### config.mk
export PLATFORM = sky130hd
export DESIGN_NAME = cpu_sequencer
export DESIGN_NICKNAME = d
export VERILOG_FILES = /design/src/rtl/cpu_sequencer.sv
export SDC_FILE = /design/constraint.sdc
export NUM_CORES = 1
export LEC_CHECK = 0
export CORE_AREA = 2 2 39 41
export CTS_CLUSTER_SIZE = 28
export DETAILED_ROUTE_END_ITERATION = 8
export DIE_AREA = 0 0 41 43
export GPL_TIMING_DRIVEN = 0
export SYNTH_ARGS = -nofsm -noshare
export SYNTH_HDL_FRONTEND = slang
export SYNTH_SLANG_ARGS = --single-unit
### constraint.sdc
create_clock -name clk -period 1.3 [get_ports clk]
set_input_delay 0.26 -clock clk [delete_from_list [all_inputs] [get_ports clk]]
set_output_delay 0.26 -clock clk [all_outputs]
set_load 0.01 [all_outputs]
### src/rtl/cpu_sequencer.sv
`default_nettype none
// ============================================================================
// cpu_sequencer : eight-phase fetch/execute control sequencer, sticky halt
// Revision      : 1.0
// ============================================================================
module cpu_sequencer #(
  parameter int OPCODE_WIDTH = 3,
  parameter int PHASE_WIDTH  = 3
) (
  input  logic                    clk,
  input  logic                    rst,
  input  logic                    en,
  input  logic [OPCODE_WIDTH-1:0] opcode,
  input  logic                    zero,
  output logic                    sel,
  output logic                    rd,
  output logic                    wr,
  output logic                    ld_ir,
  output logic                    inc_pc,
  output logic                    ld_pc,
  output logic                    ld_ac,
  output logic                    data_e,
  output logic                    halt,
  output logic [PHASE_WIDTH-1:0]  phase
);

  typedef enum logic [PHASE_WIDTH-1:0] {
    INST_ADDR,
    INST_FETCH,
    INST_LOAD,
    IDLE,
    OP_ADDR,
    OP_FETCH,
    ALU_OP,
    STORE
  } phase_e;

  localparam logic [OPCODE_WIDTH-1:0] c_hlt = OPCODE_WIDTH'(0);
  localparam logic [OPCODE_WIDTH-1:0] c_skz = OPCODE_WIDTH'(1);
  localparam logic [OPCODE_WIDTH-1:0] c_add = OPCODE_WIDTH'(2);
  localparam logic [OPCODE_WIDTH-1:0] c_and = OPCODE_WIDTH'(3);
  localparam logic [OPCODE_WIDTH-1:0] c_xor = OPCODE_WIDTH'(4);
  localparam logic [OPCODE_WIDTH-1:0] c_lda = OPCODE_WIDTH'(5);
  localparam logic [OPCODE_WIDTH-1:0] c_sto = OPCODE_WIDTH'(6);
  localparam logic [OPCODE_WIDTH-1:0] c_jmp = OPCODE_WIDTH'(7);

  phase_e phase_q, phase_d;
  logic   halt_q, halt_d;
  logic   w_aluop;

  always_ff @(posedge clk or posedge rst) begin
    if (rst) begin
      phase_q <= INST_ADDR;
      halt_q  <= 1'b0;
    end else begin
      phase_q <= phase_d;
      halt_q  <= halt_d;
    end
  end

  always_comb begin
    phase_d = phase_q;
    halt_d  = halt_q;
    sel     = 1'b0;
    rd      = 1'b0;
    wr      = 1'b0;
    ld_ir   = 1'b0;
    inc_pc  = 1'b0;
    ld_pc   = 1'b0;
    ld_ac   = 1'b0;
    data_e  = 1'b0;
    w_aluop = (opcode == c_add) || (opcode == c_and) ||
              (opcode == c_xor) || (opcode == c_lda);

    // HLT is recognised once the opcode is stable in the IR, skipping the operand phases
    if (en && !halt_q) begin
      if (phase_q == OP_ADDR && opcode == c_hlt) begin
        halt_d  = 1'b1;
        phase_d = OP_FETCH;
      end else begin
        phase_d = phase_e'(phase_q + PHASE_WIDTH'(1));
      end
    end

    if (halt_q) begin
      sel = 1'b1;
    end else begin
      case (phase_q)
        INST_ADDR:  sel = 1'b1;
        INST_FETCH: begin sel = 1'b1; rd = 1'b1; end
        INST_LOAD,
        IDLE:       begin sel = 1'b1; rd = 1'b1; ld_ir = 1'b1; end
        OP_ADDR:    inc_pc = 1'b1;
        OP_FETCH:   rd = w_aluop;
        ALU_OP: begin
          rd     = w_aluop;
          inc_pc = (opcode == c_skz) && zero;
          ld_pc  = (opcode == c_jmp);
          data_e = (opcode == c_sto);
        end
        STORE: begin
          rd     = w_aluop;
          ld_ac  = w_aluop;
          ld_pc  = (opcode == c_jmp);
          wr     = (opcode == c_sto);
          data_e = (opcode == c_sto);
        end
        default: sel = 1'b1;
      endcase
    end
  end

  assign halt  = halt_q;
  assign phase = phase_q;

endmodule
`default_nettype wire

==> results of run 1 <==
[cell families after synthesis]
logic type	synth area share [%]
AND/OR/NAND/NOR	29.29
AO/OA/AOI/OAI	14.65
adder cells (fa/ha/maj)	17.86
buffers and inverters	4.284
flip-flops	28.57
XOR/XNOR	2.500
multiplexers	2.857
[critical path: stages, from the launching register on]
cell     delay [ns]
dfrtp_2        0.43
ha_2           0.21
ha_4           0.15
nand2_2        0.06
nor3_2         0.03
buf_2          0.14
[final cells by class]
cell class	instances	area share (%)
Clock buffer	3	3.390
Inverter	4	2.637
Multi-Input combinational cell	31	44.44
Sequential cell	4	15.82
Tap cell	16	3.013
Timing Repair Buffer	27	30.70
[state kept, by name, summed over array words and instances (netlist names)]
| register | flops |
|---|---|
| phase | 3 |
| halt | 1 |
[cells in the final DEF, fill, tap and decap left out, drive strengths merged]
cell type	synthesis	routed
a211oi	1	1
a21o	1	1
a41oi	2	2
and4b	1	1
buf	0	16
clkbuf	0	5
clkdlybuf4s15	0	2
clkdlybuf4s50	0	3
dfrtp	4	4
dlygate4sd2	0	4
ha	5	5
inv	4	4
mux2i	1	1
nand2	5	5
nand3	2	2
nand4b	1	1
nor2	6	6
nor2b	1	1
nor3	3	3
o22ai	1	1
xnor2	1	1
[power breakdown]
part	internal, mW	leakage (nW)	total [mW]	switching, mW
registers	0.201	0.0433	0.321	0.120
logic	0.493	0.256	0.955	0.462
clock network	0.103	0.0138	0.149	0.0464
total	0.797	0.313	1.42	0.628
[metal layers]
layer	track usage [%]	vias up	routed length (um)
met3	3.665	2	91
met5	0	-	0
li1	-	204	-
met2	23.44	18	547
met4	8.000	0	14
met1	13.59	173	394
[path summary, 6_finish.rpt]
check | end | depth (start not counted) | startpoint
max in group asynchronous | phase[2]$_DFFE_PP0P_ | 2 | rst
min in group clk | phase[0]$_DFFE_PP0P_ | 2 | phase[0]$_DFFE_PP0P_
max reg2reg | phase[0]$_DFFE_PP0P_ | 4 | phase[2]$_DFFE_PP0P_
min | phase[1]$_DFFE_PP0P_ | 2 | rst
min reg2reg | phase[0]$_DFFE_PP0P_ | 2 | phase[0]$_DFFE_PP0P_
max | wr | 5 | phase[1]$_DFFE_PP0P_
[repair_timing]
action | in CTS | in global routing
gates resized for setup | 56 | 11
endpoints found under the setup margin | 13 | 9
pin swaps | 6 | 1
buffers inserted | 8 | 1
==> metrics.txt, run 1 <==
crit path max fanout=4; Final TNS setup=-1.321 ns; latest clock arrival within the worst-skew pair=0.23 ns; Clock Pin Slew Worst Setup and Hold Paths=0.04 ns; sequential fraction of the synthesis area=28.57%; # DRC=0; Async SR Flop Fraction=100.0%; crit path time final=1.518 ns; first-pass GRT wire length=1580 um; DR vias/cell=4.671; reg2reg setup slack=0.13 ns; commonest cells in the netlist=ha_1 (5), nand2_1 (5), nor2_1 (5), dfrtp_1 (4), inv_1 (4); GR Util All Layers=13.68%; register area=105.1 um2; Min Hold Slack=0.2034 ns; GPL Wtd Cong=0.6931; Initial Util=25.32%; Worst setup SP type=register; routed len/inst=12.33 um; status=complete, but fails checks; first-pass iteration count of the detailed router=1; layout cells sized above 1=63.77%; failing checks=setup timing; row count=14; top cells by area, synth=dfrtp_1 (29%), ha_1 (18%), nand2_1 (5.4%); FF+latch count, synth=4; Worst slew margin=83.99%; VDD IR-drop max=0.0008991 V; Hold Fails Final Rpt=0; antenna viol nets, final=0; placed insts=73; multi-input logic area=295.3 um2; leakage power=0.3131 nW; worst slack at placement=-0.7004 ns; Power per Cell Area=2144 nW/um2; final setup vio count=8; CTS Hold Buffers Added=0; Post-synth EDFFs=0; max cap viols=0; Slew @ Worst Pin=0.2384 ns; Antenna diodes=0; Sink Count=4; fillers=146; gr ovfl total=0; Synth top area share=28.57%; Warnings, synthesis=0; core footprint=1384 um2; vias in the first global route=387; die height=43 um; largest area contributor in the netlist=dfrtp_1; CP Data Required Time=1.04 ns; CP Capture Type=primary output; Layout area overhead=89.64%; Tcrit/Tclk final=116.8%; initial DRC count=0; cells after synthesis=39; distinct cell type count of the synthesized netlist=18; Total Wirelength=1048 um; cell area after layout=664.4 um2; max-slew violations=0; clk_skew=0.0008770 ns; H-tree depth=1; initial antenna violation count=0; Synth Cell Area=350.3 um2; Die Wd=41 um; maximum root-to-sink buffer count=2; Mapped Avg Cell Area=8.983 um2; post-DP HPWL=691 um; crit path DAT=1.26 ns; worst min path class=input pin to async pin; fmax=658.7 MHz; CTS Buf Count=3; largest net degree at the start of global routing=7; CTS tree=yes; synthesized net count=51; RSZ-0062 raised after global routing=true; IO Port Bufs=18; via count=397; I/O pin total=19; Root Buffer=clkbuf_4; Nets=83; final cell count without fillers=85; die area=1763 um2; Worst Slack Setup Final=-0.2181 ns; total power draw=1.425 mW; critical setup path kind=register to primary output; ys flop type=dfrtp_1; Core Util, Final=48.01%; placed cell areas=555.5 um2
Power figures use the tool's default switching activity.
==> run 2, diff against run 1 <==
--- a/config.mk
+++ b/config.mk
@@ -6,7 +6,6 @@
 export NUM_CORES = 1
 export LEC_CHECK = 0
 export CORE_AREA = 2 2 39 41
-export CTS_CLUSTER_SIZE = 28
 export DETAILED_ROUTE_END_ITERATION = 8
 export DIE_AREA = 0 0 41 43
 export GPL_TIMING_DRIVEN = 0
==> results of run 2 <==
The final DEF is identical to that of run 1; final timing and power are the same.
